===== config.mk =====
export PLATFORM = sky130hd
export DESIGN_NAME = sender_twoff
export DESIGN_NICKNAME = d
export VERILOG_FILES = /design/src/rtl/sender_twoff_pkg.sv /design/src/rtl/dffs.sv /design/src/rtl/sender_twoff_fifo_sync.sv /design/src/rtl/sender_twoff.sv
export SDC_FILE = /design/constraint.sdc
export NUM_CORES = 1
export LEC_CHECK = 0
export CORE_UTILIZATION = 55
export DETAILED_ROUTE_END_ITERATION = 10
export PLACE_DENSITY = 0.86
export SETUP_SLACK_MARGIN = 0.4
export SYNTH_ARGS = -nofsm -noshare
export SYNTH_HDL_FRONTEND = slang
export SYNTH_SLANG_ARGS = --single-unit

===== constraint.sdc =====
create_clock -name clk -period 2.9 [get_ports clk]
set_input_delay 0.435 -clock clk [delete_from_list [all_inputs] [get_ports clk]]
set_output_delay 0.435 -clock clk [all_outputs]
set_load 0.005 [all_outputs]

===== src/rtl/sender_twoff_pkg.sv =====
// Shared constants and FSM state encoding for the sender_twoff CDC transmit stage.
package sender_twoff_pkg;

    localparam int unsigned DEF_DATA_MSB = 7;
    localparam int unsigned DEF_FIFO_AW  = 2;

    typedef enum logic [1:0] {
        ST_IDLE = 2'd0,
        ST_LOAD = 2'd1,
        ST_REQ  = 2'd2,
        ST_WAIT = 2'd3
    } state_t;

endpackage


===== src/rtl/dffs.sv =====
// Single-bit D flop with synchronous active-low reset; used as a synchronizer stage.
module dffs (
    input  logic clk,
    input  logic reset,
    input  logic d,
    output logic q
);

    always_ff @(posedge clk) begin
        if (!reset) q <= 1'b0;
        else        q <= d;
    end

endmodule


===== src/rtl/sender_twoff_fifo_sync.sv =====
// Small synchronous FIFO with occupancy counter; full/empty derive from the count.
module fifo_sync #(
    parameter int unsigned DATA_MSB = 7,
    parameter int unsigned FIFO_AW  = 2
) (
    input  logic              clk,
    input  logic              reset,
    input  logic              push,
    input  logic              pop,
    input  logic [DATA_MSB:0] wdata,
    output logic [DATA_MSB:0] rdata,
    output logic              full,
    output logic              empty
);

    localparam int unsigned DEPTH = 2 ** FIFO_AW;
    localparam logic [FIFO_AW:0] FULL_CNT = {1'b1, {FIFO_AW{1'b0}}};

    logic [DATA_MSB:0] mem [DEPTH];
    logic [FIFO_AW-1:0] wr_ptr;
    logic [FIFO_AW-1:0] rd_ptr;
    logic [FIFO_AW:0]   count;

    assign full  = (count == FULL_CNT);
    assign empty = (count == '0);
    assign rdata = mem[rd_ptr];

    always_ff @(posedge clk) begin
        if (push) mem[wr_ptr] <= wdata;
    end

    always_ff @(posedge clk) begin
        if (!reset) begin
            wr_ptr <= '0;
            rd_ptr <= '0;
            count  <= '0;
        end else begin
            if (push) wr_ptr <= wr_ptr + FIFO_AW'(1);
            if (pop)  rd_ptr <= rd_ptr + FIFO_AW'(1);
            case ({push, pop})
                2'b10:   count <= count + (FIFO_AW+1)'(1);
                2'b01:   count <= count - (FIFO_AW+1)'(1);
                default: count <= count;
            endcase
        end
    end

endmodule


===== src/rtl/sender_twoff.sv =====
// Sender-domain side of the two-flop CDC link: FIFO-buffered words sent over a 4-phase req/ack handshake.
// Optional SENDER_TWOFF_STATS_EN adds the xfer_cnt transfer counter and the drop overflow pulse.
module sender_twoff
    import sender_twoff_pkg::*;
#(
    parameter int unsigned DATA_MSB = DEF_DATA_MSB,
    parameter int unsigned FIFO_AW  = DEF_FIFO_AW
) (
    input  logic              clk,
    input  logic              reset,
    input  logic              vi,
    input  logic [DATA_MSB:0] wdata,
    output logic              full,
    output logic              req,
    output logic [DATA_MSB:0] tdata,
    input  logic              ack,
    output logic              done
`ifdef SENDER_TWOFF_STATS_EN
    ,
    output logic [15:0]       xfer_cnt,
    output logic              drop
`endif
);

    logic              a1;
    logic              a2;
    logic              push;
    logic              pop;
    logic              empty;
    logic [DATA_MSB:0] head;
    state_t            state;
    state_t            state_d;
    logic              req_d;
    logic              done_d;

    dffs u_sync1 (.clk(clk), .reset(reset), .d(ack), .q(a1));
    dffs u_sync2 (.clk(clk), .reset(reset), .d(a1),  .q(a2));

    // full is the pre-pop value, so a write while full is dropped even on a pop edge
    assign push = vi & ~full;

    fifo_sync #(
        .DATA_MSB(DATA_MSB),
        .FIFO_AW (FIFO_AW)
    ) u_fifo (
        .clk  (clk),
        .reset(reset),
        .push (push),
        .pop  (pop),
        .wdata(wdata),
        .rdata(head),
        .full (full),
        .empty(empty)
    );

    always_comb begin
        state_d = state;
        req_d   = req;
        done_d  = 1'b0;
        pop     = 1'b0;
        case (state)
            ST_IDLE: begin
                req_d = 1'b0;
                if (!empty) begin
                    pop     = 1'b1;
                    state_d = ST_LOAD;
                end
            end
            ST_LOAD: begin
                req_d   = 1'b1;
                state_d = ST_REQ;
            end
            ST_REQ: begin
                req_d = 1'b1;
                if (a2) begin
                    req_d   = 1'b0;
                    done_d  = 1'b1;
                    state_d = ST_WAIT;
                end
            end
            ST_WAIT: begin
                req_d = 1'b0;
                if (!a2) state_d = ST_IDLE;
            end
            default: state_d = ST_IDLE;
        endcase
    end

    always_ff @(posedge clk) begin
        if (!reset) begin
            state <= ST_IDLE;
            req   <= 1'b0;
            done  <= 1'b0;
            tdata <= '0;
        end else begin
            state <= state_d;
            req   <= req_d;
            done  <= done_d;
            // data is captured a cycle before req rises so it is settled at the receiver
            if (pop) tdata <= head;
        end
    end

`ifdef SENDER_TWOFF_STATS_EN
    always_ff @(posedge clk) begin
        if (!reset)    xfer_cnt <= '0;
        else if (done) xfer_cnt <= xfer_cnt + 16'd1;
    end

    assign drop = vi & full;
`endif

endmodule

==> summary.md <==
| Metric | Value |
|---|---|
| Area of the mapped netlist | `roughly 2100 um^2` |
| Worst hold path type | `flop to flop` |
| I/O pins | `23` |
| Worst r2r src | `state[1]$_SDFFE_PN0P_` |
| Number of setup buffers added after CTS | `0` |
| Setup crit start kind | `primary input` |
| Crit Path Max Fanout | `7` |
| R2r endpoint | `u_fifo.count[2]$_SDFFE_PN0P_` |
| Die H | `about 64 um` |
| Drc violations | `0` |
| Fin crit share | `about 82%` |
| Minimum clock period after layout | `2367 ps` |
| Pwr Total | `approximately 2 mW` |
| Worst Hold End | `u_sync2.q$_SDFF_PN0_` |
| Crit. End Element | `flop` |
| Slew Viols, Final | `0` |
| Post-DP HPWL | `about 2500 um` |
| Die span in x | `between 60 and 70 um` |
| H-tree Lvls | `2` |
| Crit-path leading delay family | `buffers and inverters` |
| Measured slew at the worst slew-check pin | `approximately 600 ps` |
| Primary FF master, synth | `edfxtp_1` |
| Initial antenna violation count | `0` |
| Std cell rows | `22` |
| Post-synth net total | `around 160` |
| Internal reg-to-reg setup slack | `550 ps` |
| Num CTS Buffers | `5` |
| All-layer global routing usage | `about a fifth` |
| Synth cell types | `34` |
| RSZ-0062 raised after global routing | `false` |
| Final hold slack | `around 460 ps` |
| Iteration-0 DRC Markers | `85` |
| Pwr/cell area | `a little over 800 nW/um^2` |
| Clk pin slew, worst setup/hold paths | `around 100 ps` |
| Max_slew headroom | `between 50% and 60%` |
| Post-synth top area cell | `edfxtp_1` |
| Net count, final | `approximately 190` |
| Top-count cell post-synth | `edfxtp_1` |
| Max incr delay on CP | `580 ps` |
| Gate Count Post-Synth | `approximately 140` |
| Syn Area/Cell | `14.91 um^2` |
| Global route overflow | `0` |
| Final estimated routing congestion in global placement | `~0.7` |
| Layout cell share with drive strength beyond 1 | `15.06%` |
| TritonCTS clock tree | `built` |
| Critical path buffer and inverter count | `3` |
| Critical Path Stages | `9` |
| Flops & latches, synth | `53` |
| Yosys warnings | `0` |
| Root buf cell | `clkbuf_8` |
| Synth top area cells | `edfxtp_1 (45%), dfxtp_1 (20%), mux4_2 (8.5%), ha_1 (4.7%), o2bb2ai_1 (3.3%)` |
| Clk_lat worst skew | `between 300 and 400 ps` |
| CP most frequent cell | `inv_1` |
| ANT nets after route | `0` |
| Max Cap Violations | `0` |
| Post-synth top cells | `edfxtp_1 (32), dfxtp_1 (21), nand2_1 (11)` |
| Initial Util | `57.39%` |
| Vias in the first global route | `~1.2k` |
| Worst IR Drop VDD | `~0.47 mV` |
| Final setup skew | `9.030 ps` |
| Avg WL per Cell | `about 16 um` |
| Worst Hold Path Cells | `1` |
| Final setup fails | `0` |
| DR vias/cell | `5.715` |
| Clock sink total | `between 50 and 60` |
| Leakage power | `roughly 0.86 nW` |
| Via count | `between 1k and 1.5k` |
| Pre-antenna DRT Iters | `4` |
| Setup CP Type | `primary input to flop` |
| Critical path data required time | `between 3000 and 4000 ps` |
| Post-synth EDFFs | `32` |
| Hold Startpoint | `u_sync1.q$_SDFF_PN0_` |
| Fin area | `~2500 um^2` |
| Placed inst area | `approximately 2400 um^2` |
| Synthesis-to-finish area growth | `16.25%` |
| Deepest clock path buffer count | `2` |
| Die footprint | `4101 um^2` |
| WL final | `3499 um` |
| ANT cells | `0` |
| Worst path cell trace | `clkdlybuf4s50_1 > inv_1 > nor2_1 > inv_1 > ha_1 > fa_1 > xnor2_1 > or3_2 > a21oi_1` |
| Run status | `completed` |
| Layout Utilization | `between 60% and 70%` |
| Final hold viol count | `0` |
| Post-synthesis sequential area ratio | `approximately two thirds` |
| Worst EP arrival | `approximately 2600 ps` |
| R2r worst-path depth | `8` |
| Max Clk Rate | `~0.42 GHz` |
| Async SR Flop Fraction | `0%` |
| Slowest CP cell | `clkdlybuf4s50_1` |
| PortBufs | `22` |
| Total core area | `approximately 3700 um^2` |
| First-pass GRT wire length | `roughly 5700 um` |
| Top-area cell type share of the netlist area | `45.39%` |
| Pin count of the biggest net entering global routing | `20` |
| Setup TNS Final | `0 ps` |
| # fillers | `273` |
==> state kept, by name, summed over array words and instances (netlist names) <==
name / count
u_fifo.mem: 32
tdata: 8
u_fifo.count: 3
state: 2
u_fifo.rd_ptr: 2
u_fifo.wr_ptr: 2
done: 1
req: 1
u_sync1.q: 1
u_sync2.q: 1
==> stage by stage <==
step	instances	setup slack [ps]
after floorplan	142	693.6
after global placement	206	351.1
after detailed placement	206	194.6
after CTS	214	454.8
after global routing	214	458.3
final	214	533.0
==> logic make-up after synthesis <==
kind of cell	Yosys count	share of synthesized area [%]
simple gates	32	7.447
flops	53	65.25
buf+inv	14	3.369
fa+ha+maj	9	5.674
xor+xnor	4	1.655
mux	10	9.456
compound gates	20	7.152
==> worst reg2reg max path, delay by kind of cell, from the launching register on <==
kind / cells / cell delay (ps)
adders and majority gates: 3 / 880
DFF: 1 / 410
xor gates and xnor gates: 1 / 150
AOI/OAI and AO/OA: 2 / 370
and+or+nand+nor: 1 / 410
buffers and inverters: 1 / 70
==> what timing repair did <==
action                                  in CTS  in global routing
resized for setup                            0                  1
hold buffers                                 0                  0
endpoints found under the setup margin       0                  1
==> how the worst max path moves through the flow <==
stage	startpoint	to
5_1_grt	state[0]$_SDFFE_PN0P_	u_fifo.count[2]$_SDFFE_PN0P_
3_3_place_gp	vi	u_fifo.count[2]$_SDFFE_PN0P_
4_1_cts	u_fifo.count[0]$_SDFFE_PN0P_	u_fifo.count[2]$_SDFFE_PN0P_
2_1_floorplan	state[0]$_SDFFE_PN0P_	u_fifo.count[2]$_SDFFE_PN0P_
6_report	vi	u_fifo.count[2]$_SDFFE_PN0P_
3_5_place_dp	vi	u_fifo.count[2]$_SDFFE_PN0P_
==> power breakdown <==
| part | switching [mW] | internal [mW] | total [mW] | leakage [nW] |
|---|---|---|---|---|
| logic | 0.233 | 0.317 | 0.551 | 0.343 |
| clock network | 0.263 | 0.181 | 0.444 | 0.0506 |
| registers | 0.105 | 0.934 | 1.04 | 0.466 |
| total | 0.601 | 1.43 | 2.03 | 0.859 |
==> metal layers <==
metal / vias to the layer above / share of wire, % / global-route usage [%] / routed length (um)
met3: 10 / 4.5 / 7.143 / 156
met4: 0 / 2.0 / 6.818 / 69
li1: 572 / - / - / -
met2: 37 / 51 / 32.85 / 1769
met1: 604 / 43 / 22.71 / 1504
met5: - / 0 / 0 / 0
==> cell type report <==
class | count | area, um^2 | area share (%)
clock buffers | 5 | 68.82 | 2.796
well taps | 48 | 60.06 | 2.440
clock inverters | 3 | 28.78 | 1.169
multi-input cells | 75 | 666.9 | 27.10
flip-flops and latches | 53 | 1381 | 56.13
repair buffers | 22 | 220.2 | 8.948
inverters | 8 | 35.03 | 1.423
==> cells in the final DEF, fill, tap and decap left out, types with 2 or more instances in the layout <==
cell	Yosys	final
mux2i_1	2	2
inv_1	6	6
ha_1	8	8
o21ai_0	2	2
dfxtp_1	21	21
xor2_1	2	2
nand2_1	11	11
clkbuf_8	0	5
o21ai_1	2	2
clkinv_4	1	2
and3_2	4	4
o2bb2ai_1	8	8
a21oi_1	2	2
nor2_1	8	8
and2_1	3	3
mux4_2	8	8
edfxtp_1	32	32
xnor2_1	2	2
clkdlybuf4s50_1	0	22
nand3_1	2	2
Note: power is estimated with default switching activity, not from simulation.
